===== src/rtl/exc_commit.sv =====
// exc_commit: exception commit unit for the memory stage.
//
// Collects the M-stage exception flags and a registered interrupt request,
// selects the highest-priority cause, and issues a single-cycle commit to CP0
// (trap or ERET). After a commit the pipeline is flushed and a PC redirect is
// held toward fetch until fetch accepts it.
//
// Ports
//   clk, reset            clock, asynchronous active-high reset
//   m_valid, m_pc, m_bd   M-stage instruction valid, PC, delay-slot flag
//   m_exc_*               per-instruction exception flags
//   m_mem_addr            data address of the M instruction
//   m_eret                M instruction is ERET
//   cp0_interrupt         interrupt request from CP0
//   cp0_epc               current EPC, used as the ERET redirect target
//   redir_ready           fetch accepts the redirect
//   cp0_*                 commit outputs toward CP0 (combinational)
//   m_kill, flush         suppress M side effects / invalidate F..M
//   redir_valid, redir_pc redirect request toward fetch (registered)
//   trap_count            number of taken traps, wraps
//
// state | meaning
// ------+--------------------------------------------------------------
// IDLE  | accepting M instructions; a trap or ERET commits this cycle
// REDIR | flushing and holding redir_pc until fetch takes it

module exc_commit #(
  parameter logic [31:0] EXC_VECTOR = 32'hBFC0_0380,
  parameter int          CNT_W      = 16
) (
  input  logic             clk,
  input  logic             reset,
  input  logic             m_valid,
  input  logic [31:0]      m_pc,
  input  logic             m_bd,
  input  logic             m_exc_if_adel,
  input  logic             m_exc_ri,
  input  logic             m_exc_ov,
  input  logic             m_exc_sys,
  input  logic             m_exc_bp,
  input  logic             m_exc_adel,
  input  logic             m_exc_ades,
  input  logic [31:0]      m_mem_addr,
  input  logic             m_eret,
  input  logic             cp0_interrupt,
  input  logic [31:0]      cp0_epc,
  input  logic             redir_ready,
  output logic             cp0_exception,
  output logic [5:0]       cp0_exc_code,
  output logic [31:0]      cp0_exc_pc,
  output logic             cp0_in_delay_slot,
  output logic             cp0_is_bad_addr,
  output logic [31:0]      cp0_bad_addr,
  output logic             cp0_eret,
  output logic             m_kill,
  output logic             flush,
  output logic             redir_valid,
  output logic [31:0]      redir_pc,
  output logic [CNT_W-1:0] trap_count
);

  typedef enum logic {
    IDLE  = 1'b0,
    REDIR = 1'b1
  } state_t;

  state_t           state;
  logic             int_req;
  logic [31:0]      redir_pc_q;
  logic [CNT_W-1:0] trap_cnt_q;

  logic             live;
  logic             trap;
  logic             eret_commit;
  logic             commit;
  logic [5:0]       code;
  logic             bad_en;
  logic [31:0]      bad_val;

  // Holding reset also masks the combinational commit path so nothing leaks
  // to CP0 while the block is being reset.
  assign live = m_valid & (state == IDLE) & ~reset;

  always_comb begin
    trap    = 1'b0;
    code    = 6'd0;
    bad_en  = 1'b0;
    bad_val = 32'd0;
    if (live) begin
      trap = 1'b1;
      if (int_req) begin
        code = 6'd0;
      end else if (m_exc_if_adel) begin
        code    = 6'd4;
        bad_en  = 1'b1;
        bad_val = m_pc;
      end else if (m_exc_ri) begin
        code = 6'd10;
      end else if (m_exc_ov) begin
        code = 6'd12;
      end else if (m_exc_sys) begin
        code = 6'd8;
      end else if (m_exc_bp) begin
        code = 6'd9;
      end else if (m_exc_adel) begin
        code    = 6'd4;
        bad_en  = 1'b1;
        bad_val = m_mem_addr;
      end else if (m_exc_ades) begin
        code    = 6'd5;
        bad_en  = 1'b1;
        bad_val = m_mem_addr;
      end else begin
        trap = 1'b0;
      end
    end
  end

  assign eret_commit = live & ~trap & m_eret;
  assign commit      = trap | eret_commit;

  assign cp0_exception     = trap;
  assign cp0_exc_code      = trap ? code : 6'd0;
  assign cp0_exc_pc        = trap ? m_pc : 32'd0;
  assign cp0_in_delay_slot = trap & m_bd;
  assign cp0_is_bad_addr   = bad_en;
  assign cp0_bad_addr      = bad_val;
  assign cp0_eret          = eret_commit;
  assign m_kill            = commit;
  assign flush             = commit | (state == REDIR);
  assign redir_valid       = (state == REDIR);
  assign redir_pc          = redir_pc_q;
  assign trap_count        = trap_cnt_q;

  always_ff @(posedge clk or posedge reset) begin
    if (reset) begin
      state      <= IDLE;
      int_req    <= 1'b0;
      redir_pc_q <= 32'd0;
      trap_cnt_q <= '0;
    end else begin
      // Registered to break the loop through CP0 Status.EXL; cleared on the
      // commit cycle so one request cannot be committed twice back to back.
      int_req <= cp0_interrupt & ~commit;
      case (state)
        IDLE: begin
          if (trap) begin
            state      <= REDIR;
            redir_pc_q <= EXC_VECTOR;
            trap_cnt_q <= trap_cnt_q + {{(CNT_W-1){1'b0}}, 1'b1};
          end else if (eret_commit) begin
            state      <= REDIR;
            redir_pc_q <= cp0_epc;
          end
        end
        REDIR: begin
          if (redir_ready) begin
            state <= IDLE;
          end
        end
        default: state <= IDLE;
      endcase
    end
  end

endmodule

===== config.mk =====
export PLATFORM = sky130hd
export DESIGN_NAME = exc_commit
export DESIGN_NICKNAME = d
export VERILOG_FILES = /design/src/rtl/exc_commit.sv
export SDC_FILE = /design/constraint.sdc
export NUM_CORES = 1
export LEC_CHECK = 0
export ABC_AREA = 1
export CORE_MARGIN = 5
export CORE_UTILIZATION = 24
export CTS_BUF_LIST = sky130_fd_sc_hd__clkbuf_8
export CTS_CLUSTER_DIAMETER = 30
export DETAILED_ROUTE_END_ITERATION = 16
export PLACE_DENSITY = 0.68
export SETUP_SLACK_MARGIN = 0.4
export SLEW_MARGIN = 10
export SYNTH_ARGS = -nofsm -noshare
export SYNTH_HDL_FRONTEND = slang
export SYNTH_SLANG_ARGS = --single-unit

===== constraint.sdc =====
create_clock -name clk -period 3.6 [get_ports clk]
set_clock_uncertainty 0.2 [all_clocks]
set_input_delay 0.72 -clock clk [delete_from_list [all_inputs] [get_ports clk]]
set_output_delay 0.72 -clock clk [all_outputs]
set_load 0.1 [all_outputs]

After elaboration in Yosys (flattened, before gate mapping). Index checks and enable logic that the tools add are counted.

Register bits after elaboration: 50. Bits of input ports: 110. Output and inout port bits: 125. Word-level logic and storage cells: 62.

Add/subtract/negate cells: 1. Multiplexer cells: 42. Bitwise operators: 12. Reductions and logical operators: 3.

Operator list (number): $mux 32 (12); $mux 4 (6); $mux 1 (19); $add 16x1->16 const B (1); $mux 6 (2); $and 1x1->1 (6); $mux 3 (2); $not 1->1 (4); $reduce_and 2->1 (2); $or 1x1->1 (2); $pmux 1 s2 (1); $reduce_bool 2->1 (1).

Longest topological paths before layout. Gate-level depths: netlist (run 1).

Word-level depth: 15. Mapped depth: 9. Depth with buffers taken out: 8.

Worst setup path after synthesis (run 1). OpenSTA, ideal clock, no wires.

Path kind: input -> output. From: input port reset. To: output port cp0_bad_addr[14]. Data arrival time: 4.136 ns. Required time: 2.680 ns. Setup slack: -1.456 ns. Stages on the path: 6. Buffers on the path: 1. Path through: inv_2 nand3_2 nor2_1 nand2_1 buf_2 nor3_1.

Cells in the longest elaborated chain, start to end: 3.

Ends and longest elaborated chain: start: declaration (RTL line 32) `input logic reset,`; $not 1->1 (RTL line 82) `assign live = m_valid & (state == IDLE) & ~reset;`; $and 1x1->1 (RTL line 82); $mux 32 (RTL line 89) `if (live) begin`; end: declaration (RTL line 53) `output logic [31:0] cp0_bad_addr,`.

No other way between the ends.

Worst setup path in the final report (run 1).
From: input port m_valid. To: output port cp0_bad_addr[14].

Cells in the longest elaborated chain, start to end: 3.

Ends and longest elaborated chain: start: declaration (RTL line 33) `input logic m_valid,`; $and 1x1->1 (2 in a row) (RTL line 82); $mux 32 (RTL line 89).

No other way between the ends.

==> out/qor.csv, run 1 <==
stage,metric,value,unit
yosys,postSynthAreaPerCell,6.46,sq um
critical_path,crit_start,m_valid,
floorplan,core.rowCount,42,
clock_network,cts_tree,done,
timing,period_share,0.868,
outcome,status,"finished, final reports clean",
grt,grt_max_degree,55,
clock_network,clkLatencyLatePin,0.31,ns
routing,wl_per_cell,15.6,microns
critical_path,path_cells,clkdlybuf4s50_1 > nand3_4 > nor2_4 > nand2_4 > buf_6 > nor3_4 > buf_12,
power_and_ir_drop,power_density,444,nW/um^2
floorplan,ios,235,
clock_network,ctsHoldBuffers,0,
yosys,seq_area_frac_synth,0.390,
critical_path,crit_path_end_kind,primary output,
power_and_ir_drop,leakage,0.00329,uW
grt,grt_pass1_vias,4030,
flow_run,drv_cap,0,
critical_path,slowest_stage,clkdlybuf4s50_1,
critical_path,cp.arrival,2.20,ns
timing,tns,0,ns
yosys,synth_edf_count,0,
timing,finalMaxSlewViolations,0,
placement,place.gp.congestion,0.859,
floorplan,die-area,15800,sq um
worst_hold_path,min_from,redir_pc[24],
critical_path,crit_family,buffers and inverters,
timing,rsz0062_at_grt,false,
routing,routed_wl,14.3,mm
critical_path,cp_max_fo,5,
finish,stdcell_count,915,
critical_path,rr_startpoint,int_req,
critical_path,worst-setup-path-type,input port to primary output,
yosys,synth.most_common_cell,nand2_1,
grt,track_usage,0.173,
routing,drt_iter0_drc,149,
clock_network,htree_levels,2,
power_and_ir_drop,irDropWorstVdd,393,uV
yosys,ys_async_sr_fraction,1.00,
placement,placed_cell_area,6810,sq um
yosys,synth_ff_type,dfrtp_1,
grt,antenna_found_initial,0,
finish,nets,848,
routing,postRouteAntennaNets,0,
critical_path,crit_buf_inv,3,
yosys,synthDistinctLibCells,26,
placement,hpwlAfterDp,11.7,mm
yosys,ys_ff_latch,50,
floorplan,die_h,126,microns
finish,drive_above_1_share,0.336,
placement,io_buffer_count,232,
finish,area_delta_synth_final,121,%
critical_path,max_stage_delay,0.50,ns
routing,vias_per_cell,4.43,
floorplan,start_util,0.243,
yosys,ys_warn_count,0,
timing,finalHoldViolCount,0,
yosys,synth.cell_area,3210,sq um
routing,drt-pass1-iter-count,4,
timing,min_period,3.12,ns
critical_path,start_kind,input port,
worst_hold_path,hp-class,flip-flop to flip-flop,
floorplan,die_w,126,microns
critical_path,cp.required,2.68,ns
grt,gr-total-overflow,0,
clock_network,cts_root_buffer,clkbuf_8,
yosys,synthTopCellsByCount,"nand2_1, nor2_1, inv_1",
yosys,synthTopCellsByArea,"dfrtp_1, nand2_1, nor2_1",
timing,max_freq,320,MHz
placement,place_inst,898,
clock_network,clk_pin_slew,0.10,ns
timing,relSlewSlack,0.554,
timing,worstMarginPinSlew,0.668,ns
clock_network,clk_path_buf_depth,2,
yosys,syn_inst,497,
finish,final_area,7090,sq um
power_and_ir_drop,power.total,3150,uW
clock_network,cts_buffers,5,
routing,drc,0,
yosys,synth_top_area_share,0.390,
timing,setup_viol,0,
floorplan,core,13200,sq um
clock_network,cts_sinks,50,
routing,vias,4054,
yosys,post-synth-top-area-cell,dfrtp_1,
grt,grt_pass1_wl,22.1,mm
[registers in the layout (all words and copies together) (netlist names)]
register	count
trap_count	16
int_req	1
redir_valid	1
redir_pc	32
[cells by family (layout without fill, tap and decap cells)]
family | Yosys count | count (layout) | share of synthesized area
AND/OR/NAND/NOR | 304 | 304 | 0.394
XOR/XNOR | 5 | 5 | 0.0136
AO/OA/AOI/OAI | 50 | 50 | 0.0787
other | 1 | 3 | 0.00117
adder cells (fa/ha/maj) | 1 | 1 | 0.00390
flip-flops | 50 | 50 | 0.390
buffers and inverters | 86 | 326 | 0.119
[what timing repair did]
action	4_1_cts	5_1_grt
pin swaps	1	4
endpoints found under the setup margin	70	49
gates cloned	0	2
buffers inserted	0	6
gates resized for setup	11	14
[cell usage in the layout (no fill, tap or decap), types with 5 or more instances in the layout]
| cell type | instances |
|---|---|
| nand2_1 | 152 |
| clkdlybuf4s50_1 | 101 |
| buf_12 | 76 |
| buf_4 | 67 |
| inv_1 | 54 |
| dfrtp_1 | 49 |
| nor2_1 | 36 |
| nor2_2 | 35 |
| o21ai_0 | 35 |
| nor2_4 | 28 |
| nand3_1 | 25 |
| a21oi_1 | 13 |
| nor3_4 | 11 |
| nand4_1 | 7 |
| xor2_1 | 5 |
| clkbuf_8 | 5 |
[worst min-delay path, delay by kind of cell (launching register included)]
family,cells,cell delay [ns]
flip-flops,1,0.35
AND/OR/NAND/NOR,2,0.10
[area by class of cell]
cell class / count / area [sq um]
well taps: 176 / 220
clock buffers: 5 / 68.8
repair buffers: 258 / 3230
clock inverters: 3 / 43.8
diodes: 1 / 2.50
flip-flops and latches: 50 / 1250
fillers: 1184 / 6100
multi-input cells: 362 / 2030
inverters: 60 / 248
[per-layer routing]
layer	part of all wire	global-route usage	vias to the layer above
met3	0.070	0.0436	15
met5	0	0	-
met4	0.015	0.0402	0
met1	0.40	0.204	1872
met2	0.52	0.314	170
li1	-	-	1997
[through the flow]
step	utilization	hold WS [ns]	setup WS, ns
after floorplan	-	0.312	0.345
final	0.538	0.282	0.476
after global routing	0.538	0.312	0.417
after CTS	0.527	0.289	0.387
after global placement	0.516	0.255	0.0921
after detailed placement	0.516	0.264	0.0733
[final timing paths]
path	end	slack (ns)	cells after the start
worst max register to register	trap_count[8]	1.66	9
max in group asynchronous	trap_count[1]	2.07	3
worst min register to register	redir_pc[24]	0.28	2
min in group asynchronous	int_req	0.65	3
worst min-delay path	redir_pc[24]	0.28	2
worst max-delay path	cp0_bad_addr[14]	0.48	7
[power by group]
| part | internal, uW | total, uW | switching (uW) | leakage, uW |
|---|---|---|---|---|
| combinational | 502 | 1950 | 1450 | 0.00259 |
| clock | 209 | 408 | 200 | 0.0000585 |
| sequential | 674 | 790 | 116 | 0.000640 |
| total | 1390 | 3150 | 1760 | 0.00329 |
Note: power is estimated with default switching activity, not from simulation.
==> inputs of run 2 (changes only) <==
--- a/config.mk
+++ b/config.mk
@@ -6,11 +6,12 @@
 export NUM_CORES = 1
 export LEC_CHECK = 0
 export ABC_AREA = 1
-export CORE_MARGIN = 5
+export CORE_MARGIN = 2
 export CORE_UTILIZATION = 24
 export CTS_BUF_LIST = sky130_fd_sc_hd__clkbuf_8
 export CTS_CLUSTER_DIAMETER = 30
 export DETAILED_ROUTE_END_ITERATION = 16
+export HOLD_SLACK_MARGIN = 0.06
 export PLACE_DENSITY = 0.68
 export SETUP_SLACK_MARGIN = 0.4
 export SLEW_MARGIN = 10
==> out/qor.csv, run 2 (synthesis gave the netlist of run 1 again) <==
stage,metric,value,unit,change
routing,drc,0,,unchanged
routing,drt_iter0_drc,253,,was 149
clock_network,cts_sinks,50,,unchanged
grt,track_usage,0.184,,was 0.173
finish,nets,843,,was 848
timing,min_period,3.14,ns,was 3.12 ns
clock_network,cts_root_buffer,clkbuf_8,,unchanged
clock_network,ctsHoldBuffers,0,,unchanged
floorplan,die_w,120,microns,was 126 microns
floorplan,core.rowCount,42,,unchanged
critical_path,cp.arrival,2.22,ns,was 2.20 ns
timing,tns,0,ns,unchanged
critical_path,crit_buf_inv,5,,was 3
clock_network,htree_levels,2,,unchanged
outcome,status,"finished, final reports clean",,unchanged
floorplan,ios,235,,unchanged
routing,wl_per_cell,14.8,microns,was 15.6 microns
critical_path,worst-setup-path-type,input port to primary output,,unchanged
clock_network,clk_path_buf_depth,2,,unchanged
finish,drive_above_1_share,0.329,,was 0.336
critical_path,crit_family,buffers and inverters,,unchanged
finish,antenna_cells,0,,was 1
critical_path,slowest_stage,clkdlybuf4s50_1,,unchanged
critical_path,crit_path_end_kind,primary output,,unchanged
placement,hpwlAfterDp,10.8,mm,was 11.7 mm
critical_path,path_cells,clkdlybuf4s50_1 > nor2_1 > nand2_2 > buf_6 > nor2_4 > inv_4 > nand2_8 > buf_16 > nor3_4 > buf_12,,was clkdlybuf4s50_1 > nand3_4 > nor2_4 > nand2_4 > buf_6 > nor3_4 > buf_12
grt,antenna_found_initial,0,,unchanged
critical_path,start_kind,input port,,unchanged
grt,gr-total-overflow,0,,unchanged
placement,place.gp.congestion,0.908,,was 0.859
placement,io_buffer_count,232,,unchanged
finish,postLayoutCoreUtil,0.534,,was 0.538
finish,largest_register_ff_count,32,,unchanged
power_and_ir_drop,leakage,0.00324,uW,was 0.00329 uW
timing,max_freq,318,MHz,was 320 MHz
finish,layout_commonest_cell,nand2_1,,unchanged
routing,routed_wl,13.5,mm,was 14.3 mm
clock_network,clk_pin_slew,0.09,ns,was 0.10 ns
grt,grt_pass1_wl,20.9,mm,was 22.1 mm
routing,drt-pass1-iter-count,6,,was 4
finish,final_cell_mix,"nand2_1, clkdlybuf4s50_1, buf_12, buf_4, inv_1",,unchanged
critical_path,cp.required,2.68,ns,about the same
power_and_ir_drop,power_density,445,nW/um^2,was 444 nW/um^2
timing,setup_viol,0,,unchanged
floorplan,die-area,14300,sq um,was 15800 sq um
timing,worstMarginPinSlew,0.646,ns,was 0.668 ns
timing,finalMaxSlewViolations,0,,unchanged
floorplan,die_h,120,microns,was 126 microns
timing,relSlewSlack,0.570,,was 0.554
clock_network,clkLatencyLatePin,0.31,ns,about the same
grt,grt_max_degree,51,,was 55
routing,vias_per_cell,4.41,,was 4.43
timing,period_share,0.873,,was 0.868
finish,n_fill_cell,1211,,was 1184
routing,wl_met2,7.14,mm,was 7.36 mm
routing,highest_layer,met4,,unchanged
floorplan,core,13100,sq um,was 13200 sq um
power_and_ir_drop,irDropWorstVdd,391,uV,was 393 uV
routing,vias,4007,,was 4054
worst_hold_path,hp-class,flip-flop to flip-flop,,unchanged
critical_path,cp_max_fo,7,,was 5
grt,grt_pass1_vias,3896,,was 4030
routing,wl_met3,1.03,mm,was 998 microns
timing,finalHoldViolCount,0,,unchanged
timing,rsz0062_at_grt,true,,was false
routing,postRouteAntennaNets,0,,unchanged
critical_path,max_stage_delay,0.47,ns,was 0.50 ns
finish,area_delta_synth_final,119,%,was 121%
clock_network,cts_tree,done,,unchanged
routing,routedLengthMet1,5.13,mm,was 5.68 mm
floorplan,start_util,0.244,,was 0.243
clock_network,cts_buffers,5,,unchanged
flow_run,drv_cap,0,,unchanged
[run 2: cell types whose count changed in the layout (fill, tap and decap cells not counted), moves of 2 or more]
cell            previous run  this run
buf_6                      3         1
buf_4                     67        63
dlymetal6s2s_1             4         2
nor2_2                    35        38
nor2_4                    28        24
[run 2: worst register-to-register path, stage by stage, from the launching register on]
cell and delay (ns):
dfrtp_1 0.45, nor2_2 0.16, nand2_2 0.09, nor2_4 0.14
inv_4 0.06, nand2_8 0.11, buf_8 0.17, buf_4 0.31
nand3_1 0.14, nand2_1 0.08
[run 2: area by class of cell]
type                       count  area [sq um]  area share
sequential                    50          1250       0.178
clock inverter                 3          41.3     0.00588
timing repair buffer         253          3180       0.453
multi-input combinational    362          2010       0.286
clock buffer                   5          68.8     0.00981
tap                          176           220      0.0314
inverter                      60           248      0.0353
[run 2: timing repair]
item                       in CTS  in global routing
cloned                          1                  1
pin swaps                       2                  3
buffers inserted                1                  3
setup endpoints to repair      68                 65
gates resized for setup        10                  8
[run 2: final timing paths]
kind / slack, ns / start / cells past startpoint / end
setup / recovery: 0.46 / m_exc_sys / 10 / cp0_exc_code[2]
hold / removal: 0.28 / redir_pc[30] / 2 / redir_pc[30]
setup reg to reg: 1.63 / int_req / 9 / redir_pc[15]
hold reg to reg: 0.28 / redir_pc[30] / 2 / redir_pc[30]
max in group asynchronous: 2.05 / reset / 3 / redir_valid
min in group asynchronous: 0.67 / reset / 3 / trap_count[13]
[run 2: per-layer routing]
metal / track usage / up-vias
li1: - / 1983
met3: 0.0423 / 12
met5: 0 / -
met2: 0.339 / 173
met4: 0.0441 / 0
met1: 0.214 / 1839
[run 2: power by group]
group          total (uW)  internal [uW]  switching (uW)
combinational        1930            495            1440
clock                 400            205             195
sequential            788            674             114
[run 2: per-stage QoR]
step                      total power (uW)  cells  setup slack [ns]  instance area, sq um  hold slack, ns
after floorplan                       2160    498             0.345                  3640           0.312
after detailed placement              2720    895             0.166                  6790           0.261
after CTS                             3140    905             0.415                  6940           0.286
after global routing                  3250    909             0.389                  7020           0.309
after global placement                2700    895             0.133                  6790           0.255
final                                 3120    909             0.459                  7020           0.280
==> inputs of run 3 (changes only) <==
--- a/config.mk
+++ b/config.mk
@@ -14,7 +14,7 @@
 export HOLD_SLACK_MARGIN = 0.06
 export PLACE_DENSITY = 0.68
 export SETUP_SLACK_MARGIN = 0.4
-export SLEW_MARGIN = 10
+export SLEW_MARGIN = 20
 export SYNTH_ARGS = -nofsm -noshare
 export SYNTH_HDL_FRONTEND = slang
 export SYNTH_SLANG_ARGS = --single-unit
==> results of run 3 <==
Final layout, timing and power as in run 2 (identical DEF).
